`src/rtl/mantis_rk_gen_if.sv`:
```
// Request/tweakey stream bundle between the key-schedule driver and mantis_rk_gen.
// The slave modport is the generator side; the master modport is the requester/consumer side.
interface mantis_rk_gen_if;
    logic        start;
    logic [63:0] k1;
    logic [63:0] tweak;
    logic [63:0] rk;
    logic        rk_valid;
    logic        rk_ready;
    logic        busy;
    logic        done;

    modport slave (
        input  start, k1, tweak, rk_ready,
        output rk, rk_valid, busy, done
    );

    modport master (
        output start, k1, tweak, rk_ready,
        input  rk, rk_valid, busy, done
    );
endinterface

```
`src/rtl/mantis_rk_gen.sv`:
```
// MANTIS backward round-tweakey generator: emits rk for idx = ROUNDS-1 down to 0.
// Optional macro MANTIS_RKGEN_ALPHA_EN folds the alpha constant into every rk.
module mantis_rk_gen #(
    parameter int ROUNDS = 7
) (
    input  logic           clk,
    input  logic           rst_n,
    mantis_rk_gen_if.slave bus
);
    typedef enum logic [1:0] {S_IDLE, S_PREP, S_EMIT, S_DONE} state_t;

    // Cell permutation tables, one nibble per output cell, cell 0 in the top nibble.
    localparam logic [63:0] H_MAP    = 64'h65EF_0123_7CD4_89AB;
    localparam logic [63:0] HINV_MAP = 64'h4567_B108_CDEF_9A23;
    localparam logic [2:0]  LAST     = 3'(ROUNDS - 1);

    localparam logic [63:0] RC [8] = '{
        64'h13198A2E03707344, 64'hA4093822299F31D0,
        64'h082EFA98EC4E6C89, 64'h452821E638D01377,
        64'hBE5466CF34E90C6C, 64'hC0AC29B7C97C50DD,
        64'h3F84D5B5B5470917, 64'h9216D5D98979FB1B
    };

`ifdef MANTIS_RKGEN_ALPHA_EN
    localparam logic [63:0] ALPHA = 64'h243F6A8885A308D3;
`else
    localparam logic [63:0] ALPHA = 64'h0;
`endif

    state_t      r_state;
    logic [63:0] r_k;
    logic [63:0] r_t;
    logic [2:0]  r_idx;
    logic [2:0]  r_cnt;
    logic [63:0] w_h;
    logic [63:0] w_hinv;

    genvar gi;
    generate
        for (gi = 0; gi < 16; gi++) begin : g_perm
            localparam int HS  = int'(H_MAP[63-4*gi -: 4]);
            localparam int HIS = int'(HINV_MAP[63-4*gi -: 4]);
            assign w_h[63-4*gi -: 4]    = r_t[63-4*HS -: 4];
            assign w_hinv[63-4*gi -: 4] = r_t[63-4*HIS -: 4];
        end
    endgenerate

    always_ff @(posedge clk or negedge rst_n) begin
        if (!rst_n) begin
            r_state <= S_IDLE;
            r_k     <= '0;
            r_t     <= '0;
            r_idx   <= '0;
            r_cnt   <= '0;
        end else begin
            case (r_state)
                S_IDLE: begin
                    if (bus.start) begin
                        r_k     <= bus.k1;
                        r_t     <= bus.tweak;
                        r_idx   <= LAST;
                        r_cnt   <= LAST;
                        r_state <= (ROUNDS > 1) ? S_PREP : S_EMIT;
                    end
                end
                // Walk T forward to h^(ROUNDS-1)(T) so emission can step back with hinv.
                S_PREP: begin
                    r_t   <= w_h;
                    r_cnt <= r_cnt - 3'd1;
                    if (r_cnt == 3'd1) begin
                        r_state <= S_EMIT;
                    end
                end
                S_EMIT: begin
                    if (bus.rk_ready) begin
                        r_t   <= w_hinv;
                        r_idx <= r_idx - 3'd1;
                        if (r_idx == 3'd0) begin
                            r_state <= S_DONE;
                        end
                    end
                end
                S_DONE:  r_state <= S_IDLE;
                default: r_state <= S_IDLE;
            endcase
        end
    end

    assign bus.rk       = (r_state == S_EMIT) ? (r_k ^ r_t ^ RC[r_idx] ^ ALPHA) : 64'h0;
    assign bus.rk_valid = (r_state == S_EMIT);
    assign bus.busy     = (r_state != S_IDLE);
    assign bus.done     = (r_state == S_DONE);
endmodule

```
`src/flat_wrapper.sv`:
```
// flat-port wrapper written by rule: the top's interface ports become plain ports
module mantis_rk_gen_flat 
#(
    parameter int ROUNDS = 7
)
  (clk, rst_n, bus_start, bus_k1, bus_tweak, bus_rk_ready, bus_rk, bus_rk_valid, bus_busy, bus_done);
  mantis_rk_gen_if bus_i ();
  input  logic clk;
  input  logic rst_n;
  input wire logic [$bits(bus_i.start)-1:0] bus_start;
  input wire logic [$bits(bus_i.k1)-1:0] bus_k1;
  input wire logic [$bits(bus_i.tweak)-1:0] bus_tweak;
  input wire logic [$bits(bus_i.rk_ready)-1:0] bus_rk_ready;
  output wire logic [$bits(bus_i.rk)-1:0] bus_rk;
  output wire logic [$bits(bus_i.rk_valid)-1:0] bus_rk_valid;
  output wire logic [$bits(bus_i.busy)-1:0] bus_busy;
  output wire logic [$bits(bus_i.done)-1:0] bus_done;
  assign bus_i.start = bus_start;
  assign bus_i.k1 = bus_k1;
  assign bus_i.tweak = bus_tweak;
  assign bus_i.rk_ready = bus_rk_ready;
  assign bus_rk = bus_i.rk;
  assign bus_rk_valid = bus_i.rk_valid;
  assign bus_busy = bus_i.busy;
  assign bus_done = bus_i.done;
  mantis_rk_gen #(.ROUNDS(ROUNDS)) u_core (.clk(clk), .rst_n(rst_n), .bus(bus_i));
endmodule
```
`config.mk`:
```
export PLATFORM = sky130hd
export DESIGN_NAME = mantis_rk_gen_flat
export DESIGN_NICKNAME = d
export VERILOG_FILES = /design/src/rtl/mantis_rk_gen_if.sv /design/src/rtl/mantis_rk_gen.sv /design/src/flat_wrapper.sv
export SDC_FILE = /design/constraint.sdc
export NUM_CORES = 1
export LEC_CHECK = 0
export ABC_AREA = 1
export BUFFER_PORTS_ARGS = -buffer_cell sky130_fd_sc_hd__buf_2
export CAP_MARGIN = 5
export CORE_ASPECT_RATIO = 0.9
export CORE_MARGIN = 3
export CORE_UTILIZATION = 27
export CTS_CLUSTER_SIZE = 28
export DETAILED_ROUTE_END_ITERATION = 16
export SETUP_SLACK_MARGIN = 0.5
export SYNTH_ARGS = -nofsm -noshare
export SYNTH_HDL_FRONTEND = slang
export SYNTH_SLANG_ARGS = --single-unit
```
`constraint.sdc`:
```
create_clock -name clk -period 1.9 [get_ports clk]
set_clock_uncertainty 0.2 [all_clocks]
set_input_delay 0.19 -clock clk [delete_from_list [all_inputs] [get_ports clk]]
set_output_delay 0.19 -clock clk [all_outputs]
set_load 0.005 [all_outputs]
```
; Word-level counts from Yosys, hierarchy flattened
; Memory sizes are Yosys's and may differ from the RTL's.
; Cells that the tools add are included.
; W data, S select, Z words.
[op_classes]
n_lt_le_gt_ge = 1
n_eq_ne = 8
n_mux = 15
n_addsub = 2
n_bitwise = 3
reduce_logical = 11
[op_table]
columns = cell, n
row1 = $mux W64, 5
row2 = $pmux W64 S3, 1
row3 = $xor A64 B64 Y64, 2
row4 = $pmux W3 S2, 2
row5 = $mux W2, 4
row6 = $pmux W2 S4, 1
row7 = $mux W3, 2
row8 = $reduce_and A3 Y1, 2
row9 = $reduce_bool A2 Y1, 3
row10 = $sub A3 B1 Y3 const B, 2
row11 = $eq A2 B2 Y1 const B, 2
row12 = $ge A4 B4 Y1 const B, 1
row13 = $ne A2 B1 Y1 const B, 2
row14 = $ne A2 B2 Y1 const B, 2
row15 = $not A3 Y4, 1
row16 = $reduce_and A2 Y1, 2
row17 = $reduce_and A4 Y1, 1
row18 = $eq A3 B1 Y1 const B, 1
row19 = $logic_not A3 Y1, 1
row20 = $reduce_bool A3 Y1, 1
row21 = $eq A2 B1 Y1 const B, 1
row22 = $logic_not A2 Y1, 1
[word_totals]
memories = 1
in_bits = 132
output_inout_bits = 67
ff_bits = 136
rom_bits = 512
word_cells = 46
[mem_list]
columns = name, depth, word_bits, rd, rd_clocked_by_memory_dff, write_ports, line_no
row1 = (name not given), 8, 64, 1, 0, 0, mantis_rk_gen.sv:89  ; assign bus.rk = (r_state == S_EMIT) ? (r_k ^ r_t ^ RC[r_idx] ^ ALPHA) : 64'h0;

; Depth between registers and ports, before layout
[depth]
word_depth = 6
mapped_depth = 10
depth_no_buf = 9

; Least setup slack after synthesis
; No wires, ideal clock.
[synth_timing]
path_kind = register to output
from = reg u_core.r_idx[0]
to = out bus_rk[9]
stages_incl_launch_ff = 7
n_path_buf = 0
required_ns = 1.510
path_slack_ns = -0.048
arrival_time_ns = 1.558
path_cell_list = dfrtp_1 -> inv_1 -> ha_1 -> or2_2 -> nand2_1 -> nor2_1 -> nor2_1
[synth_via]
elab_chain_len = 6
[synth_lines]
columns = item, line_no
row1 = start: declaration, mantis_rk_gen.sv:33  ; logic [2:0] r_idx;
row2 = start signal: assignment, mantis_rk_gen.sv:77  ; r_idx <= r_idx - 3'd1;
row3 = $not A3 Y4 (implied by the code), mantis_rk_gen.sv:89
row4 = $mem_v2 Z8 W64, n/a
row5 = $mux W64 (implied by the code) (2 in series), mantis_rk_gen.sv:89
row6 = $xor A64 B64 Y64, mantis_rk_gen.sv:89
row7 = $mux W64, mantis_rk_gen.sv:89
row8 = end: declaration, flat_wrapper.sv:14  ; output wire logic [$bits(bus_i.rk)-1:0] bus_rk;
; Every way passes these cells. The select of a mux whose other input is x is not followed.

; Final worst setup path
[layout_timing]
from = reg u_core.r_idx[1]
to = out bus_rk[9]
; The elaborated chain is that of the path after synthesis.

==> parameters.txt <==
Parameter                              Value

Status
  Run status ... complete, but fails checks
  Violated checks ... setup timing

STA
  Worst hold margin ... 11.3 ps
  Number of endpoints with negative hold slack in the final report ... 0
  Setup slack after layout ... -490 ps
  Slew margin rel. ... 73.0%
  Maximum achievable frequency ... 418 MHz
  Final cycle utilization of the critical path ... 126%
  Worst-Margin Slew ... 400 ps
  Setup TNS ... -37,550 ps
  Unrepaired setup endpoints after global routing ... yes
  Time the final worst path needs with I/O delays and setup ... 2390 ps
  Final number of max-transition violations ... 0
  Final count of negative-setup-slack endpoints ... 188

Clock tree
  Clock Tree Root ... clkbuf_16
  Worst-Skew Late Latency ... 460 ps
  Total CTS buffers ... 17
  # H-tree levels ... 4
  Clock tree from TritonCTS ... built
  Clock input transition at the sequential cells of the worst setup and hold paths ... 70 ps
  CTS max path bufs ... 2
  Clock net sink count ... 136

Global routing
  Vias in the first global route ... 9,932
  GRT Total Usage ... 23.6%
  Maximum number of pins on one net before global-route repair ... 46
  Congestion Overflow GR ... 0
  Wire length of the first global-routing pass ... 61,700 um
  Number of antenna violations at the first check in global routing ... 0

Logic synthesis
  Synthesized-area fraction occupied by and/or/nand/nor cells ... 37.2%
  Share of synthesized area occupied by flip-flops and latches ... 38.1%
  Largest area contributor in the netlist ... dfrtp_1
  Total of flip-flops plus latches after synthesis ... 136
  Area fraction of the dominant cell type after synthesis ... 38.1%
  Post-Synthesis Mean Instance Area ... 7.50 um2
  Number of enable flip-flop cells after synthesis ... 0
  Synth top cells by count ... nand2_1, nor2_1, dfrtp_1
  Synth unique cells ... 22
  Cell types occupying the most area after synthesis ... dfrtp_1, nand2_1, mux2_4
  Cells after Synth ... 1,192
  Most repeated cell in the gate-level netlist after synthesis ... nand2_1
  Share of synthesized area spent on multiplexers ... 10.2%
  Compound-cell area share of the yosys netlist ... 1.68%
  Area share of xor/xnor cells in the synthesized design ... 5.48%
  Net count after synthesis ... 1,340
  Yosys warning total ... 0
  Post-synth ARST share ... 100%
  Main combinational cell family by area after synthesis ... simple AND/OR/NAND/NOR gates
  Flip-flop cell with the highest count after synthesis ... dfrtp_1
  Synthesized-area fraction occupied by adder cells ... 2.24%
  Post-Syn Area ... 0.00894 mm2

Critical path
  Crit path buf inv count ... 2
  Worst path slowest cell ... dfrtp_2
  Highest fanout seen on the critical path ... 5
  Series of cell instances along the critical path ... inv_4 > ha_4 > or2_4 > nand2_4 > nand2_2 > nand2_2 > nor2_4 > buf_2
  CP Capture Type ... output port
  Most frequent cell on the critical path ... nand2_2
  Critical path startpoint category ... register
  Peak per-stage delay on the critical path ... 480 ps
  Classification of the worst setup path ... reg2out
  Required arrival time at the worst endpoint ... 1510 ps
  Data arrival time of the critical path ... 2000 ps
  Family with the most delay on the worst path ... simple AND/OR/NAND/NOR gates

Power and ir drop
  Power Total ... 37.8 mW
  Power per Cell Area ... 2280 mW/mm2
  IR drop worst, VDD ... 970 uV
  Total leakage power ... 8.05 nW

Finish
  Ratio of cells with drive above 1 in the final layout ... 49.4%
  Layout overhead on the synthesized area ... 85.3%
  Number of nets in the layout ... 1,810
  Layout Cell Area excl Fill ... 0.0166 mm2
  Antenna diode count ... 0

Placed design
  Final RePlAce weighted congestion ... 0.894
  Pre-CTS worst setup slack ... -111 ps
  Number of port buffers ... 198
  HPWL Detailed ... 26,500 um
  Area post-placement ... 0.0110 mm2

Floorplanning
  Total number of placement rows ... 62
  Total die area ... 0.0353 mm2
  Number of placed I/O pins ... 199
  Initial Util ... 27.7%
  DIE WIDTH ... 198 um
  Placeable Area ... 0.0323 mm2
  Die outline height ... 179 um

Detailed routing
  DR iter-0 viols ... 771
  Number of vias per cell ... 4.89
  Average wire length per cell after detail routing ... 20.5 um
  Post-route antenna net violation count ... 0
  Number of iterations in the first detailed-routing pass ... 6
  Via count ... 10,200
  DRC violation count after routing ... 0
  Overall routed net length ... 43,000 um

Flow run
  Max-capacitance violation count ... 0

Min path
  Tightest Hold Check Type ... in2async
[registers in the layout, indices dropped and copies added, names as in the netlist]
signal,flops
u_core.r_cnt,3
u_core.r_idx,3
u_core.r_k,64
u_core.r_state,2
u_core.r_t,64
[layout make-up]
| class | count | area [um2] |
|---|---|---|
| fillers | 2827 | 15700 |
| flip-flops and latches | 136 | 3410 |
| well taps | 416 | 520 |
| clock buffers | 18 | 439 |
| inverters | 32 | 168 |
| clock inverters | 14 | 129 |
| repair buffers | 507 | 5080 |
| multi-input cells | 968 | 6830 |
[stage by stage]
| step | instances | util [%] |
|---|---|---|
| 6_report | 2091 | 51.4 |
| 5_1_grt | 2091 | 51.4 |
| 4_1_cts | 2059 | 48.6 |
| 3_5_place_dp | 1809 | 34.1 |
| 3_3_place_gp | 1809 | 34.1 |
| 2_1_floorplan | 1192 | - |
[layer usage]
metal / vias to the layer above / routed length [um] / GRT usage [%]
li1: 4741 / - / -
met1: 4967 / 19000 / 32.6
met2: 442 / 19900 / 37.2
met3: 80 / 2860 / 4.83
met4: 0 / 1260 / 7.25
met5: - / 0 / 0
[cells in the final DEF (no fill, tap or decap), types with 8 or more instances in the layout]
cell	synthesis	routed
buf_12	0	34
buf_16	0	35
buf_2	21	195
buf_4	3	51
buf_6	12	52
clkbuf_16	0	21
dfrtp_1	136	132
dlygate4sd3_1	0	130
ha_4	0	9
inv_1	31	16
mux2_4	50	64
nand2_1	463	364
nand2_2	0	65
nand2_4	0	26
nand2_8	0	9
nand3_1	126	24
nand3_2	1	91
nand3_4	0	13
nor2_1	147	106
nor2_2	1	25
nor2_4	0	17
o21ai_1	0	9
o21ai_4	0	8
or2_4	0	57
xnor2_1	33	33
xor2_1	23	22
[worst paths after layout]
check                                       start         endpoint  slack [ps]  depth (start not counted)
worst min-delay path                        rst_n   u_core.r_t[42]          10                          2
max in group asynchronous                   rst_n    u_core.r_k[1]         890                          3
worst max register to register  u_core.r_state[0]   u_core.r_t[10]        -190                         11
worst min register to register    u_core.r_cnt[2]  u_core.r_cnt[2]         310                          2
min in group clk                     bus_rk_ready  u_core.r_idx[0]          20                          5
worst max-delay path              u_core.r_idx[1]        bus_rk[9]        -490                          8
[cells by family after synthesis]
logic type	count (synthesis)
AO/OA/AOI/OAI	30
buffers and inverters	90
flip-flops	136
adder cells (fa/ha/maj)	16
AND/OR/NAND/NOR	800
XOR/XNOR	56
multiplexers	64
[power breakdown]
part / switching [mW] / leakage (nW) / internal [mW]
registers: 2.11 / 1.63 / 4.45
clock network: 1.58 / 0.272 / 1.76
logic: 13.7 / 6.14 / 14.3
total: 17.4 / 8.05 / 20.5
[timing repair]
item / CTS / global route
endpoints found under the hold margin: 265 / 0
setup buffers: 54 / 28
endpoints found under the setup margin: 203 / 203
cloned: 34 / 4
pin swaps: 151 / 107
hold buffers: 130 / 0
gates resized for setup: 403 / 129
(Power assumes the default switching activity.)
